### config.mk
export PLATFORM = sky130hd
export DESIGN_NAME = xor_checksum
export DESIGN_NICKNAME = d
export VERILOG_FILES = /design/src/rtl/xor_checksum.sv
export SDC_FILE = /design/constraint.sdc
export NUM_CORES = 1
export LEC_CHECK = 0
export ABC_CLOCK_PERIOD_IN_PS = 3600
export CORE_MARGIN = 2
export CORE_UTILIZATION = 34
export CTS_CLUSTER_DIAMETER = 60
export DETAILED_ROUTE_END_ITERATION = 8
export MAX_ROUTING_LAYER = met4
export PLACE_DENSITY = 0.68
export SYNTH_ARGS = -nofsm -noshare
export SYNTH_HDL_FRONTEND = slang
export SYNTH_SLANG_ARGS = --single-unit
### constraint.sdc
create_clock -name clk -period 3.6 [get_ports clk]
set_clock_uncertainty 0.15 [all_clocks]
set_input_delay 0.54 -clock clk [delete_from_list [all_inputs] [get_ports clk]]
set_output_delay 0.54 -clock clk [all_outputs]
set_load 0.01 [all_outputs]
### src/rtl/xor_checksum.sv
// xor_checksum: pairwise XOR (mode 0) or per-frame XOR checksum (mode 1) with valid/ready handshakes.
//   clk         : rising-edge clock
//   rst_n       : asynchronous active-low reset
//   din_valid   : input beat valid
//   din_ready   : registered, high in IDLE/ACC, low in OUT
//   din_a/din_b : operands, WIDTH bits
//   din_last    : final beat of a frame (mode 1 only)
//   mode        : 0 = pairwise XOR, 1 = frame checksum (sampled on the first beat)
//   dout_valid  : result valid (state OUT)
//   dout_ready  : downstream accepts the result
//   dout        : result word
//   dout_parity : XOR-reduction of dout
//   dout_len    : beats in the result frame, saturating
module xor_checksum #(
   parameter int WIDTH = 8,
   parameter int CNT_W = 8
) (
   input  logic             clk,
   input  logic             rst_n,
   input  logic             din_valid,
   output logic             din_ready,
   input  logic [WIDTH-1:0] din_a,
   input  logic [WIDTH-1:0] din_b,
   input  logic             din_last,
   input  logic             mode,
   output logic             dout_valid,
   input  logic             dout_ready,
   output logic [WIDTH-1:0] dout,
   output logic             dout_parity,
   output logic [CNT_W-1:0] dout_len
);
   typedef enum logic [1:0] {IDLE, ACC, OUT} state_t;
   state_t state;
   logic [WIDTH-1:0] acc, acc_nx;
   logic [CNT_W-1:0] cnt, cnt_nx;
   logic take, done;
   // ACC is only reachable in mode 1, so mode matters only for the first beat in IDLE
   always_comb begin
      acc_nx = (state == ACC) ? acc ^ din_a ^ din_b : din_a ^ din_b;
      cnt_nx = (state == ACC) ? (&cnt ? cnt : cnt + 1'b1) : CNT_W'(1);
      take   = din_valid & din_ready;
      done   = din_last | (state == IDLE && !mode);
   end
   assign dout_valid  = (state == OUT);
   assign dout_parity = ^dout;
   always_ff @(posedge clk or negedge rst_n) begin
      if (!rst_n) begin
         state     <= IDLE;
         din_ready <= 1'b0;
         acc       <= '0;
         cnt       <= '0;
         dout      <= '0;
         dout_len  <= '0;
      end else begin
         case (state)
            IDLE, ACC: begin
               din_ready <= 1'b1;
               if (take) begin
                  acc <= acc_nx;
                  cnt <= cnt_nx;
                  if (done) begin
                     dout      <= acc_nx;
                     dout_len  <= cnt_nx;
                     state     <= OUT;
                     din_ready <= 1'b0;
                  end else begin
                     state <= ACC;
                  end
               end
            end
            OUT: begin
               if (dout_ready) begin
                  state     <= IDLE;
                  din_ready <= 1'b1;
               end
            end
            default: state <= IDLE;
         endcase
      end
   end
endmodule

* Word-level counts from Yosys, hierarchy flattened
Cells that the tools add are included.
Operators by class: multiplexer cells 11, equal/unequal tests 4, multipliers 0, reduce and logical (&&, ||, !) cells 11, add/sub/neg operators 1, order comparisons 0, div/mod/pow operators 0, bitwise gates (word level) 5, shift-type cells 0
Operators with widths (count):
- 2-to-1 mux 8 bit | 3
- bitwise XOR 8 bit | 3
- adder 8 x 1 -> 8 bit, second input constant | 1
- AND reduction 8 bit | 1
- XOR reduction 8 bit | 1
- 2-to-1 mux 2 bit | 3
- AND reduction 2 bit | 3
- case mux 2 bit (2 select lines) | 1
- 2-to-1 mux 1 bit | 3
- AND reduction 3 bit | 1
- equality test 2 x 1 -> 1 bit, second input constant | 1
- equality test 2 bit, second input constant | 1
- zero test 2 bit | 1
- inequality test 2 x 1 -> 1 bit, second input constant | 1
- inequality test 2 bit, second input constant | 1
- case mux 1 bit (2 select lines) | 1
- nonzero test 2 bit | 1
- OR reduction 2 bit | 1
- AND 1 bit | 1
- logical AND 1 bit | 1
- zero test 1 bit | 1
- bitwise OR 1 bit | 1
Storage, ports and cells: output and inout port bits 19, register bits 35, memory bits (read-only) 0, RAM bits 0, memories kept 0, latch bits 0

* Depth between registers and ports, before layout
Gate-level depths: netlist (run 1).
depth in word-level cells 6, depth in mapped cells 6, mapped depth without buffers 5

* Least setup slack after synthesis (run 1)
Ideal clock, no wire load.
kind reg2reg, start reg cnt[0], end reg dout_len[1], arrival 1.625 ns, setup slack 1.704 ns, cell stages (with the launch flop) 7, setup time 0.121 ns, cells stage by stage dfrtp_1 -> ha_1 -> and4_4 -> and2_1 -> buf_6 -> mux2_4 -> a22o_1
Between the ends: cells in the longest elaborated chain, start to end 3, elaborated cells between the ends (all ways) 4, those cells by class add/sub: 1; mux: 2; reduce/logical: 1
Ends and longest elaborated chain:
- start, declared | line 35 | logic [CNT_W-1:0] cnt, cnt_nx;
- start signal, assigned | line 60 | cnt <= cnt_nx;
- adder 8 x 1 -> 8 bit or AND reduction 8 bit (tied branches) | line 40 | cnt_nx = (state == ACC) ? (&cnt ? cnt : cnt + 1'b1) : CNT_W'(1);
- 2-to-1 mux 8 bit (*) (2 in a row) | line 40
- end signal, assigned | line 63 | dout_len <= cnt_nx;
- end, declared | line 30 | output logic [CNT_W-1:0] dout_len
Mark *: on every way between the ends. The rest lies on a longest branch, timed or not. A chain may end at the register's enable or synchronous reset.

* Final worst setup path (run 1)
start reg dout[1], end out dout_parity
Between the ends: cells in the longest elaborated chain, start to end 1
Ends and longest elaborated chain:
- start, declared | line 28 | output logic [WIDTH-1:0] dout,
- start signal, assigned | line 62 | dout <= acc_nx;
- XOR reduction 8 bit | line 45 | assign dout_parity = ^dout;
- end, declared | line 29 | output logic dout_parity,
Every way passes these cells.

==> results.py, run 1 <==
metrics = {
    "worst_setup_path": {
        "critPathMaxStageDelay_ns": 0.54,
        "regToRegSetupSlack_ns": 1.43,
        "worst_ep_required_time_ns": 2.91,
        "cpLargestDelayFamily": "buffers and inverters",
        "cp_cell_sequence": "xnor2_1 > xnor2_1 > xnor2_1 > clkdlybuf4s50_1",
        "cp_num_cells": 4,
        "cp_num_buf_inv": 1,
        "worstPathMaxFanout": 3,
        "criticalPathCategory": "reg2out",
        "worstSetupEndpointType": "output port",
        "r2r.worst_path.cells": 5,
        "critPathLaunchType": "flop",
        "cp.arrival_ns": 1.76,
        "critPathSlowestCell": "clkdlybuf4s50_1",
        "worst_path_most_repeated_cell": "xnor2_1",
    },
    "sta": {
        "hold_viol": 0,
        "timing.final.setup_violations": 0,
        "worst_pin_slew_ns": 0.525,
        "rsz0062_at_grt": "no",
        "relSlewSlack_pct": 64.9,
        "final.period_utilization_pct": 68.0,
        "tns_ns": 0,
        "timing.hold.ws_ns": 0.330,
        "min_period_ns": 2.45,
        "fmax_ghz": 0.409,
        "drv_slew": 0,
    },
    "final_layout": {
        "final_cells": 305,
        "multi_input_area_um2": 922,
        "nNetsFinal": 257,
        "antenna_cells": 0,
        "fillers": 488,
        "syn_to_final_growth_pct": 32.0,
        "drive_above_1_share_pct": 8.09,
        "regArea_um2": 876,
    },
    "detailed_routing": {
        "drc": 0,
        "postRouteWirelength_um": 3940,
        "firstDrtPassIters": 4,
        "post_drt_via_cell_ratio": 5.02,
        "drt_iter0_markers": 165,
        "final_antenna_net_count": 0,
        "wire_per_inst_um": 12.9,
        "vias": 1530,
    },
    "clocking": {
        "cts_resized": 0,
        "path_clk_slew_ns": 0.07,
        "post-cts-setup-buffer-count": 0,
        "cts_tree": "built",
        "h-tree-depth": 2,
        "clockBufferDepth": 2,
        "cts_sinks": 35,
        "clkLatencyLatePin_ns": 0.29,
        "hold_buffers": 0,
        "cts_made_buffers": 5,
        "cts_root_buffer": "clkbuf_8",
    },
    "power": {
        "power_leakage_uw": 0.000993,
        "ir_drop_mv": 0.572,
        "powerDensity_nw_per_um2": 740,
    },
    "synth": {
        "synth.yosys.seq_area_share_pct": 47.4,
        "ys_seq_elements": 35,
        "syn_area_um2": 1850,
        "yosys.cell_types.count": 36,
        "yosys_warnings": 0,
        "syn-mean-instance-area_um2": 9.68,
        "syn_nets": 214,
        "synthCells": 191,
    },
    "place": {
        "dp_cells": 297,
        "place.gp.congestion": 0.820,
        "hpwl_um": 2770,
        "port_buffers": 40,
    },
    "grt": {
        "grt_usage_pct": 14.7,
        "grt_antenna_before_repair": 0,
        "grt_remaining_overflow": 0,
        "grt_max_degree": 36,
        "grt_pass1_wl_um": 6910,
        "grt_pass1_vias": 1475,
    },
    "die": {
        "rows": 26,
        "start_util_pct": 35.8,
        "core_area_um2": 5170,
        "die_x_um": 77.8,
        "io_pins": 41,
        "die_h_um": 77.8,
        "dieArea_um2": 6050,
    },
    "min_path": {
        "hp-class": "reg2reg",
        "holdPathStages": 2,
    },
    "status": {
        "outcome": "finished, final reports clean",
    },
    "job": {
        "drv_cap": 0,
    },
}
layer usage:
metal	vias up	track usage [%]	part of all wire, %
met5	-	-	0
met4	0	4.82	0.68
met3	2	3.14	4.1
met2	45	21.4	47
met1	715	20.4	48
li1	768	-	-
final cells by class:
cell class	count	share of cell area [%]
inverters	2	0.308
clock inverters	2	1.44
repair buffers	44	17.6
flip-flops and latches	35	35.9
multi-input cells	146	37.8
well taps	70	3.59
clock buffers	6	3.38
layout by cell type, fill, tap and decap left out, types with 2 or more instances in the layout:
master | synthesis | final
a21o_1 | 2 | 2
a21oi_1 | 16 | 16
a22o_1 | 4 | 4
a311oi_1 | 9 | 9
a31oi_1 | 2 | 2
a32o_1 | 2 | 2
buf_4 | 1 | 4
clkbuf_8 | 0 | 6
clkdlybuf4s50_1 | 0 | 40
dfrtp_1 | 35 | 35
inv_1 | 2 | 2
nand2_1 | 25 | 25
nand3_1 | 2 | 2
nand4_1 | 3 | 3
nor2_1 | 18 | 18
nor2b_1 | 3 | 3
o21ai_0 | 16 | 15
o31ai_1 | 5 | 5
xnor2_1 | 6 | 6
xor2_1 | 18 | 18
cells by family after synthesis:
group           count (synthesis)  synth area share (%)
mux                             2                  1.35
fa+ha+maj                       1                 0.676
simple gates                   60                  15.6
buf+inv                        10                  2.98
flops                          35                  47.4
compound gates                 59                  20.7
xor+xnor                       24                  11.4
final timing paths:
check	startpoint	to
worst min-delay path	dout_len[2]	dout_len[2]
worst min register to register	dout_len[2]	dout_len[2]
min in group asynchronous	rst_n	dout[1]
max in group asynchronous	rst_n	dout[4]
worst max register to register	cnt[0]	dout_len[1]
worst max-delay path	dout[1]	dout_parity
power by group:
group	internal, uW	switching [uW]	leakage (uW)
logic	426	362	0.000481
clock network	224	142	0.0000612
registers	518	135	0.000451
metrics by stage:
stage	setup WS (ns)	instance area, um^2	total power (uW)	util [%]
after floorplan	1.70	1850	1110	-
after global placement	1.33	2320	1440	44.9
after detailed placement	1.27	2320	1460	44.9
after CTS	1.12	2440	1830	47.2
after global routing	1.04	2440	1940	47.2
final	1.15	2440	1810	47.2
sequential cells by signal, indices dropped and copies added, names as in the netlist:
name and cells:
dout 8, cnt 8, dout_len 8, state 2
din_ready 1, acc 8
synthesized netlist by cell type, drive strengths merged:
cell type	number	area, um^2
and2	1	6.26
a211oi	1	7.51
a32o	2	20.0
o21ai	16	80.1
and3b	1	8.76
a311oi	9	78.8
o31a	1	8.76
a31oi	2	12.5
ha	1	12.5
mux2	1	15.0
nand4	3	18.8
and3	3	25.0
mux2i	1	10.0
dfrtp	35	876
o31ai	5	37.5
nand3	3	20.0
a21o	2	15.0
a21oi	16	80.1
and4	1	11.3
a22o	4	35.0
nand2b	1	6.26
nor2b	3	18.8
xor2	18	158
or4	1	11.3
inv	2	7.51
buf	7	43.8
a21boi	1	7.51
xnor2	6	52.6
clkbuf	1	3.75
nor2	18	67.6
nand2	25	93.8
tightest hold or removal path, cell delays in order (launching register included):
cell and delay [ns]:
dfrtp_1 0.34, nand2_1 0.05, o31ai_1 0.05
Note: power is estimated with default switching activity, not from simulation.
==> inputs of run 2 (changes only) <==
ABC_CLOCK_PERIOD_IN_PS = 2400   (was 3600)
clock period = 2.4 ns   (was 3.6 ns; I/O delays follow)
==> results.py, run 2 (synthesized netlist as in run 1, its figures left out) <==
metrics = {
    "worst_setup_path": {
        "critPathLaunchType": "flop",
        "cp.arrival_ns": 1.75,
        "worstSetupEndpointType": "output port",
        "worst_ep_required_time_ns": 1.89,
        "worstPathMaxFanout": 3,
        "criticalPathCategory": "reg2out",
        "regToRegSetupSlack_ns": 0.39,
    },
    "grt": {
        "grt_pass1_vias": 1468,
        "grt_remaining_overflow": 0,
        "grt_max_degree": 36,
        "grt_usage_pct": 15.0,
        "grt_antenna_before_repair": 0,
        "grt_pass1_wl_um": 6970,
    },
    "die": {
        "start_util_pct": 35.8,
        "rows": 26,
        "die_h_um": 77.8,
        "dieArea_um2": 6050,
        "core_area_um2": 5170,
        "io_pins": 41,
        "die_x_um": 77.8,
    },
    "sta": {
        "tns_ns": 0,
        "drv_slew": 0,
        "final.period_utilization_pct": 94.0,
        "timing.final.setup_violations": 0,
        "hold_viol": 0,
        "rsz0062_at_grt": "no",
        "setup_slack_ns": 0.144,
        "min_period_ns": 2.26,
        "worst_pin_slew_ns": 0.596,
        "relSlewSlack_pct": 60.2,
        "fmax_ghz": 0.443,
    },
    "final_layout": {
        "syn_to_final_growth_pct": 32.3,
        "drive_above_1_share_pct": 8.82,
        "layout_common_cells": "40 x clkdlybuf4s50_1, 35 x dfrtp_1, 25 x nand2_1, 18 x xor2_1, 18 x nor2_1",
        "final_common_cell": "clkdlybuf4s50_1",
        "antenna_cells": 0,
        "nNetsFinal": 260,
    },
    "detailed_routing": {
        "post_drt_via_cell_ratio": 5.05,
        "final_antenna_net_count": 0,
        "drc": 0,
        "firstDrtPassIters": 4,
        "drt_iter0_markers": 120,
        "vias": 1554,
        "wire_per_inst_um": 13.1,
        "postRouteWirelength_um": 4040,
    },
    "place": {
        "port_buffers": 40,
        "hpwl_um": 2960,
        "place_ws_ns": 0.339,
        "place.gp.congestion": 0.864,
    },
    "power": {
        "ir_drop_mv": 0.931,
        "power_uw": 2660,
        "powerDensity_nw_per_um2": 1090,
        "power_leakage_uw": 0.000999,
    },
    "clocking": {
        "cts_resized": 0,
        "h-tree-depth": 2,
        "clockBufferDepth": 2,
        "cts_root_buffer": "clkbuf_8",
        "cts_tree": "built",
        "cts_sinks": 35,
        "path_clk_slew_ns": 0.07,
        "post-cts-setup-buffer-count": 0,
        "clkLatencyLatePin_ns": 0.29,
        "cts_made_buffers": 5,
        "hold_buffers": 0,
    },
    "min_path": {
        "hp-class": "in2async",
    },
    "status": {
        "outcome": "finished, final reports clean",
    },
    "job": {
        "drv_cap": 0,
    },
}
run 2: cell count changes in the layout (fill, tap and decap cells not counted), sizes merged:
cell / delta
buf: +3
clkbuf: +2
bufinv: -1
clkinv: -1
run 2: final timing paths:
kind / start / to / cells past startpoint
worst max-delay path: dout[1] / dout_parity / 4
max in group asynchronous: rst_n / dout_len[4] / 2
worst max register to register: cnt[0] / dout_len[1] / 5
worst min register to register: dout_len[3] / dout_len[3] / 2
worst min-delay path: rst_n / din_ready / 2
min in group clk: dout_len[3] / dout_len[3] / 2
run 2: worst max-delay path, stage by stage (launching register included):
cell,delay [ns]
dfrtp_1,0.40
xnor2_1,0.22
xnor2_1,0.16
xnor2_1,0.13
clkdlybuf4s50_1,0.55
run 2: layout make-up:
type                       count  area [um^2]
multi-input combinational    146          922
clock buffer                   8          100
fill                         509         2730
inverter                       2         7.51
sequential                    35          876
tap                           70         87.6
timing repair buffer          47          453
run 2: stage by stage:
stage	utilization [%]	hold WS [ns]	cell area [um^2]	instances
3_3_place_gp	45.4	0.319	2350	300
4_1_cts	47.3	0.349	2450	308
2_1_floorplan	-	-0.0856	1850	191
6_report	47.3	0.331	2450	308
3_5_place_dp	45.4	0.334	2350	300
5_1_grt	47.3	0.374	2450	308
run 2: metal layers:
layer | global-route usage (%) | part of all wire [%] | vias to the layer above
li1 | - | - | 779
met3 | 3.26 | 4.3 | 6
met1 | 19.7 | 49 | 730
met4 | 6.43 | 2.0 | 0
met5 | - | 0 | -
met2 | 22.5 | 45 | 39
run 2: power by group:
part,internal (uW),leakage [uW],switching [uW]
registers,777,0.000451,203
clock network,262,0.0000515,212
logic,654,0.000496,553
==> inputs of run 3 (changes only) <==
MAX_ROUTING_LAYER = unset   (was met4)
==> results.py, run 3 (synthesized netlist as in run 1, its figures left out) <==
metrics = {
    "place": {
        "place_ws_ns": 0.339,
        "port_buffers": 40,
        "place.gp.congestion": 0.850,
        "dp_cells": 300,
        "hpwl_um": 2960,
    },
    "clocking": {
        "cts_made_buffers": 5,
        "cts_root_buffer": "clkbuf_8",
        "post-cts-setup-buffer-count": 0,
        "h-tree-depth": 2,
        "clockBufferDepth": 2,
        "path_clk_slew_ns": 0.07,
        "cts_tree": "built",
        "cts_sinks": 35,
        "hold_buffers": 0,
        "clkLatencyLatePin_ns": 0.29,
        "cts_resized": 0,
    },
    "final_layout": {
        "final_common_cell": "clkdlybuf4s50_1",
        "syn_to_final_growth_pct": 32.3,
        "antenna_cells": 0,
        "layout_common_cells": "40 x clkdlybuf4s50_1, 35 x dfrtp_1, 25 x nand2_1, 18 x xor2_1, 18 x nor2_1",
        "final_cells": 308,
        "nNetsFinal": 260,
        "drive_above_1_share_pct": 8.82,
    },
    "grt": {
        "grt_pass1_wl_um": 6960,
        "grt_usage_pct": 14.6,
        "grt_use_met2_pct": 22.5,
        "grtUsageMet1_pct": 19.6,
        "grt_remaining_overflow": 0,
        "gr-usage-met3_pct": 3.26,
        "grt_antenna_before_repair": 0,
        "busiest_layer": "met2",
        "grt_pass1_vias": 1468,
        "grt_max_degree": 36,
    },
    "worst_setup_path": {
        "criticalPathCategory": "reg2out",
        "worstSetupEndpointType": "output port",
        "worstPathMaxFanout": 3,
        "worst_ep_required_time_ns": 1.89,
        "r2r-start": "cnt[0]",
        "cp.arrival_ns": 1.75,
        "critPathLaunchType": "flop",
        "crit_start": "dout[1]",
    },
    "detailed_routing": {
        "wire_per_inst_um": 13.1,
        "drc": 0,
        "postRouteWirelength_um": 4040,
        "final_antenna_net_count": 0,
        "post_drt_via_cell_ratio": 5.03,
        "firstDrtPassIters": 4,
        "vias": 1550,
        "drt_iter0_markers": 115,
    },
    "die": {
        "rows": 26,
        "dieArea_um2": 6050,
        "die_x_um": 77.8,
        "start_util_pct": 35.8,
        "die_h_um": 77.8,
        "io_pins": 41,
        "core_area_um2": 5170,
    },
    "sta": {
        "drv_slew": 0,
        "hold_viol": 0,
        "tns_ns": 0,
        "relSlewSlack_pct": 60.2,
        "timing.hold.ws_ns": 0.330,
        "worst_pin_slew_ns": 0.596,
        "fmax_ghz": 0.443,
        "setup_slack_ns": 0.144,
        "final.period_utilization_pct": 94.0,
        "timing.final.setup_violations": 0,
        "rsz0062_at_grt": "no",
        "min_period_ns": 2.26,
    },
    "min_path": {
        "hp-class": "in2async",
    },
    "job": {
        "drv_cap": 0,
    },
    "status": {
        "outcome": "finished, final reports clean",
    },
    "power": {
        "power_leakage_uw": 0.000999,
        "powerDensity_nw_per_um2": 1090,
        "ir_drop_mv": 0.931,
    },
}
## run 3: cell counts in the layout (fill, tap and decap cells not counted)
Identical to the previous run, type by type.
## run 3: power by group
group	switching (uW)	internal (uW)
clock	212	262
sequential	203	777
combinational	553	654
## run 3: metrics by stage
step	utilization [%]	power (uW)	instance area, um^2
after CTS	47.3	2680	2450
after global routing	47.3	2870	2450
final	47.3	2660	2450
after global placement	45.4	2180	2350
after detailed placement	45.4	2210	2350
after floorplan	-	1670	1850
## run 3: cell type report
class                   instances  area [um^2]
clock buffers                   8          100
repair buffers                 47          453
fillers                       509         2730
well taps                      70         87.6
flip-flops and latches         35          876
inverters                       2         7.51
multi-input cells             146          922
## run 3: final timing paths
kind | endpoint | slack [ns] | cells after the start
worst max-delay path | dout_parity | 0.14 | 4
worst min-delay path | din_ready | 0.33 | 2
worst max register to register | dout_len[1] | 0.39 | 5
min in group clk | dout_len[3] | 0.34 | 2
worst min register to register | dout_len[3] | 0.34 | 2
max in group asynchronous | dout_len[4] | 1.45 | 2
## run 3: metal layers
layer	routed length (um)	part of all wire (%)	vias to the layer above
met5	0	0	-
met4	80	2.0	0
met3	173	4.3	6
met2	1810	45	39
met1	1970	49	726
li1	-	-	779
## run 3: worst max-delay path, stage by stage, from the launching register on
cell and delay [ns]:
dfrtp_1 0.40, xnor2_1 0.22, xnor2_1 0.16, xnor2_1 0.13, clkdlybuf4s50_1 0.55
